--- config.mk ---
export PLATFORM = sky130hd
export DESIGN_NAME = operand_packer_96
export DESIGN_NICKNAME = d
export VERILOG_FILES = /design/src/rtl/packer_pkg.sv /design/src/rtl/packer_out_slot.sv /design/src/rtl/operand_packer_96.sv
export SDC_FILE = /design/constraint.sdc
export NUM_CORES = 1
export LEC_CHECK = 0
export BUFFER_PORTS_ARGS = -buffer_cell sky130_fd_sc_hd__buf_2
export CAP_MARGIN = 30
export CORE_MARGIN = 2
export CORE_UTILIZATION = 50
export DETAILED_ROUTE_END_ITERATION = 6
export HOLD_SLACK_MARGIN = 0.12
export PLACE_DENSITY = 0.85
export SLEW_MARGIN = 20
export SYNTH_ARGS = -nofsm -noshare
export SYNTH_HDL_FRONTEND = slang
export SYNTH_SLANG_ARGS = --single-unit
--- constraint.sdc ---
create_clock -name clk -period 6.7 [get_ports clk]
set_input_delay 1.34 -clock clk [delete_from_list [all_inputs] [get_ports clk]]
set_output_delay 1.34 -clock clk [all_outputs]
set_load 0.02 [all_outputs]
--- src/rtl/packer_pkg.sv ---
// Shared types and sizing for the 96-bit operand packer.
package packer_pkg;

    localparam int unsigned WORD_W  = 16;
    localparam int unsigned N_WORDS = 6;
    localparam int unsigned FRAME_W = WORD_W * N_WORDS;
    localparam int unsigned CNT_W   = $clog2(N_WORDS + 1);

    typedef enum logic {
        FILL = 1'b0,
        FULL = 1'b1
    } pack_state_t;

    typedef logic [FRAME_W-1:0] frame_t;

endpackage

--- src/rtl/packer_out_slot.sv ---
// One-entry valid/ready output register holding a packed frame.
module packer_out_slot
    import packer_pkg::*;
(
    input  logic   clk,
    input  logic   rst,
    input  logic   load_i,
    input  frame_t data_i,
    input  logic   ready_i,
    output logic   valid_o,
    output frame_t data_o,
    output logic   free_o
);

    logic   valid_q, valid_d;
    frame_t data_q, data_d;

    assign free_o  = !valid_q | ready_i;
    assign valid_o = valid_q;
    assign data_o  = data_q;

    // Load takes priority so a simultaneous consume and refill keeps valid high.
    always_comb begin
        valid_d = valid_q;
        data_d  = data_q;
        if (load_i) begin
            valid_d = 1'b1;
            data_d  = data_i;
        end else if (ready_i) begin
            valid_d = 1'b0;
        end
    end

    always_ff @(posedge clk or posedge rst) begin
        if (rst) begin
            valid_q <= 1'b0;
            data_q  <= '0;
        end else begin
            valid_q <= valid_d;
            data_q  <= data_d;
        end
    end

endmodule

--- src/rtl/operand_packer_96.sv ---
// Packs six 16-bit operands into a 96-bit frame; optional frame counter
// enabled by `define OPERAND_PACKER_CNT_EN.
module operand_packer_96
    import packer_pkg::*;
(
    input  logic               clk,
    input  logic               rst,
    input  logic               s_valid,
    output logic               s_ready,
    input  logic [WORD_W-1:0]  s_data,
    input  logic               s_sof,
    output logic               m_valid,
    input  logic               m_ready,
    output logic [FRAME_W-1:0] m_data,
    output logic               err_resync,
    output logic [15:0]        frame_cnt
);

    pack_state_t      state_q, state_d;
    logic [CNT_W-1:0] cnt_q, cnt_d;
    frame_t           buf_q, buf_d;
    logic             err_q, err_d;

    logic             word_acc;
    logic             resync;
    logic [CNT_W-1:0] wr_idx;
    logic             slot_free;
    logic             load;
    frame_t           load_data;

    assign s_ready  = (state_q == FILL);
    assign word_acc = s_valid & s_ready;
    assign resync   = word_acc & s_sof & (cnt_q != '0);
    // A start-of-frame word always lands in the x1 slot, discarding any partial frame.
    assign wr_idx   = s_sof ? '0 : cnt_q;

    always_comb begin
        state_d   = state_q;
        cnt_d     = cnt_q;
        buf_d     = buf_q;
        err_d     = 1'b0;
        load      = 1'b0;
        load_data = buf_q;
        case (state_q)
            FILL: begin
                if (word_acc) begin
                    err_d = resync;
                    for (int unsigned i = 0; i < N_WORDS; i++) begin
                        if (32'(wr_idx) == i) begin
                            buf_d[WORD_W*(N_WORDS-i)-1 -: WORD_W] = s_data;
                        end
                    end
                    load_data = buf_d;
                    if (wr_idx == CNT_W'(N_WORDS - 1)) begin
                        if (slot_free) begin
                            load  = 1'b1;
                            cnt_d = '0;
                        end else begin
                            state_d = FULL;
                            cnt_d   = CNT_W'(N_WORDS);
                        end
                    end else begin
                        cnt_d = wr_idx + CNT_W'(1);
                    end
                end
            end
            FULL: begin
                if (slot_free) begin
                    load    = 1'b1;
                    state_d = FILL;
                    cnt_d   = '0;
                end
            end
            default: state_d = FILL;
        endcase
    end

    always_ff @(posedge clk or posedge rst) begin
        if (rst) begin
            state_q <= FILL;
            cnt_q   <= '0;
            buf_q   <= '0;
            err_q   <= 1'b0;
        end else begin
            state_q <= state_d;
            cnt_q   <= cnt_d;
            buf_q   <= buf_d;
            err_q   <= err_d;
        end
    end

    assign err_resync = err_q;

    packer_out_slot u_slot (
        .clk     (clk),
        .rst     (rst),
        .load_i  (load),
        .data_i  (load_data),
        .ready_i (m_ready),
        .valid_o (m_valid),
        .data_o  (m_data),
        .free_o  (slot_free)
    );

`ifdef OPERAND_PACKER_CNT_EN
    logic [15:0] frame_cnt_q;

    always_ff @(posedge clk or posedge rst) begin
        if (rst) begin
            frame_cnt_q <= '0;
        end else if (m_valid & m_ready) begin
            frame_cnt_q <= frame_cnt_q + 16'd1;
        end
    end

    assign frame_cnt = frame_cnt_q;
`else
    assign frame_cnt = '0;
`endif

endmodule

==> run summary <==
Area delta synth->final = 17.5%
IO Count = 136
Synth unique cells = 31
MaxCap Viol Count = 0
Fin Setup TNS = 0 ns
DRT Pass-1 Iters = 5
# port buffers = 119
Leakage = 4.76 nW
Synth warnings = 0
Crit path kind = in -> reg
Dpl hpwl = 10200 um
Largest net degree at the start of global routing = 199
Shortest period the worst path allows = 3.21 ns
Hold-fix buffers, CTS = 0
Postcts setup bufs = 0
Worst-path maximum fanout = 63
Skew final = 0.00837 ns
Max clock buf depth = 2
GRT Util Overall = 19.8%
PwrDens = 348 nW/um2
Cell Rows = 45
Layout cell share with drive strength beyond 1 = 42.9%
FF+latch count, synth = 198
Avg WL per Cell = 17.9 um
Final period utilization = 47.8%
Initial Utilization = 51.0%
Most frequent cells in the layout = dfrtp_1, buf_2, mux2_2
Hold Fails Final Rpt = 0
Fillers = 1143
Multi-input logic area = 2490 um2
Clock Sinks = 198
Gpl congestion = 0.787
Worst Tran Pin Value = 0.840 ns
Worst Path Required = 7.02 ns
Root Buffer = clkbuf_16
Nets = 697
Worst VDD drop = 0.181 mV
Final setup fails = 0
DR iter-0 viols = 235
Register area share after synthesis = 64.1%
WP data arrival = 3.52 ns
Clock-pin slew on the worst setup and hold paths = 0.07 ns
CTS tree = yes
Vias = 4710
Clock Latency Late Sink = 0.43 ns
Synthesized netlist cell count = 555
Post-synthesis cell area = 7730 um2
Chip height = 128 um
Fin. max-slew vios = 0
DP Area = 8410 um2
Vias/cell = 5.41
Core footprint = 15100 um2
CTS Buf Count = 17
Storage cell area = 4950 um2
Crit start category = input pin
Post-Route WL = 15600 um
Die ar. = 16500 um2
Outcome = finished clean
Initial antenna violation count = 0
HP Class = reg -> reg
Ant. Diodes = 0
Most common cell after layout, fill and taps aside = dfrtp_1
Unrepaired setup endpoints after global routing = false
Die Wd = 128 um
Final instance area = 9080 um2
Final ANT Viol Nets = 0
Post-CTS sizing = 0
Highest Clock Rate = 0.312 GHz
Grt ovf = 0
# DRC = 0
First-pass GRT wire length = 25100 um
Worst relative slew slack = 44.0%
H-tree levels = 4
Setup crit end kind = register
Syn Area/Cell = 13.9 um2
Vias in the first global route = 4730
through the flow:
step	cells	utilization, %	power (W)	worst slack, ns	hold slack (ns)
2_1_floorplan	570	-	0.00197	2.80	0.439
3_3_place_gp	835	55.4	0.00212	3.08	0.455
3_5_place_dp	836	55.5	0.00216	2.93	0.461
4_1_cts	866	59.4	0.00318	3.33	0.478
5_1_grt	871	60.0	0.00331	3.40	0.501
6_report	871	60.0	0.00316	3.49	0.473
per-layer routing:
metal / share of wire (%) / global-route usage, %
met2: 49 / 30.7
met5: 0 / 0
met3: 6.1 / 5.80
met4: 1.3 / 5.82
met1: 44 / 27.4
synth_stat cells, drive strengths merged:
cell type | number | share of area, %
a21oi | 1 | 0.065
a22o | 3 | 0.34
a2bb2oi | 16 | 1.8
and2 | 1 | 0.081
and3 | 2 | 0.16
and4b | 1 | 0.13
buf | 32 | 3.0
clkbuf | 13 | 0.63
clkinv | 1 | 0.049
conb | 1 | 0.049
dfrtp | 198 | 64
ha | 4 | 0.65
inv | 20 | 0.97
mux2 | 128 | 20
nand2 | 51 | 2.5
nand2b | 2 | 0.16
nand3 | 3 | 0.26
nor2 | 5 | 0.24
nor2b | 4 | 0.45
nor3 | 1 | 0.065
o21ai | 52 | 3.4
o22ai | 16 | 1.3
report_power, final:
group	internal [W]	leakage [nW]	switching (W)
Clock	0.000602	0.289	0.000419
Combinational	0.000271	1.85	0.000325
Sequential	0.00144	2.62	0.000101
area by class of cell:
| type | count | area share (%) |
|---|---|---|
| sequential | 198 | 54.6 |
| multi-input combinational | 306 | 27.4 |
| timing repair buffer | 128 | 8.09 |
| clock buffer | 21 | 5.07 |
| tap | 188 | 2.59 |
| clock inverter | 9 | 1.39 |
| inverter | 21 | 0.909 |
critical path, stage by stage:
cell and delay [ns]:
buf_2 0.15, nor2b_1 0.23, ha_1 0.26, and4b_1 0.28, nor2_1 0.11, nor2_4 0.10
buf_4 0.28, buf_16 0.30, mux2_2 0.39
worst paths after layout:
check	start	to	slack (ns)	cells after the start
setup / recovery	s_sof	u_slot.data_o[57]	3.49	9
hold / removal	u_slot.data_o[81]	u_slot.data_o[81]	0.47	2
setup reg to reg	cnt_q[0]	u_slot.data_o[57]	4.13	8
hold reg to reg	u_slot.data_o[81]	u_slot.data_o[81]	0.47	2
max in group asynchronous	rst	u_slot.data_o[81]	4.79	4
min in group asynchronous	rst	u_slot.data_o[33]	1.05	3
flip-flops by register name, summed over array words and instances, names as in the netlist:
register        cells
buf_q              96
u_slot.valid_o      1
state_q             1
u_slot.data_o      96
cnt_q               3
err_resync          1
kinds of logic after synthesis:
logic type,after synthesis,share of synthesized area [%]
muxes,128,19.6
AOI/OAI and AO/OA,88,6.88
and+or+nand+nor,70,4.06
adders and majority gates,4,0.648
other,1,0.0485
DFF,198,64.1
buffers and inverters,66,4.61
No activity file was read; power rests on OpenSTA's default activity.
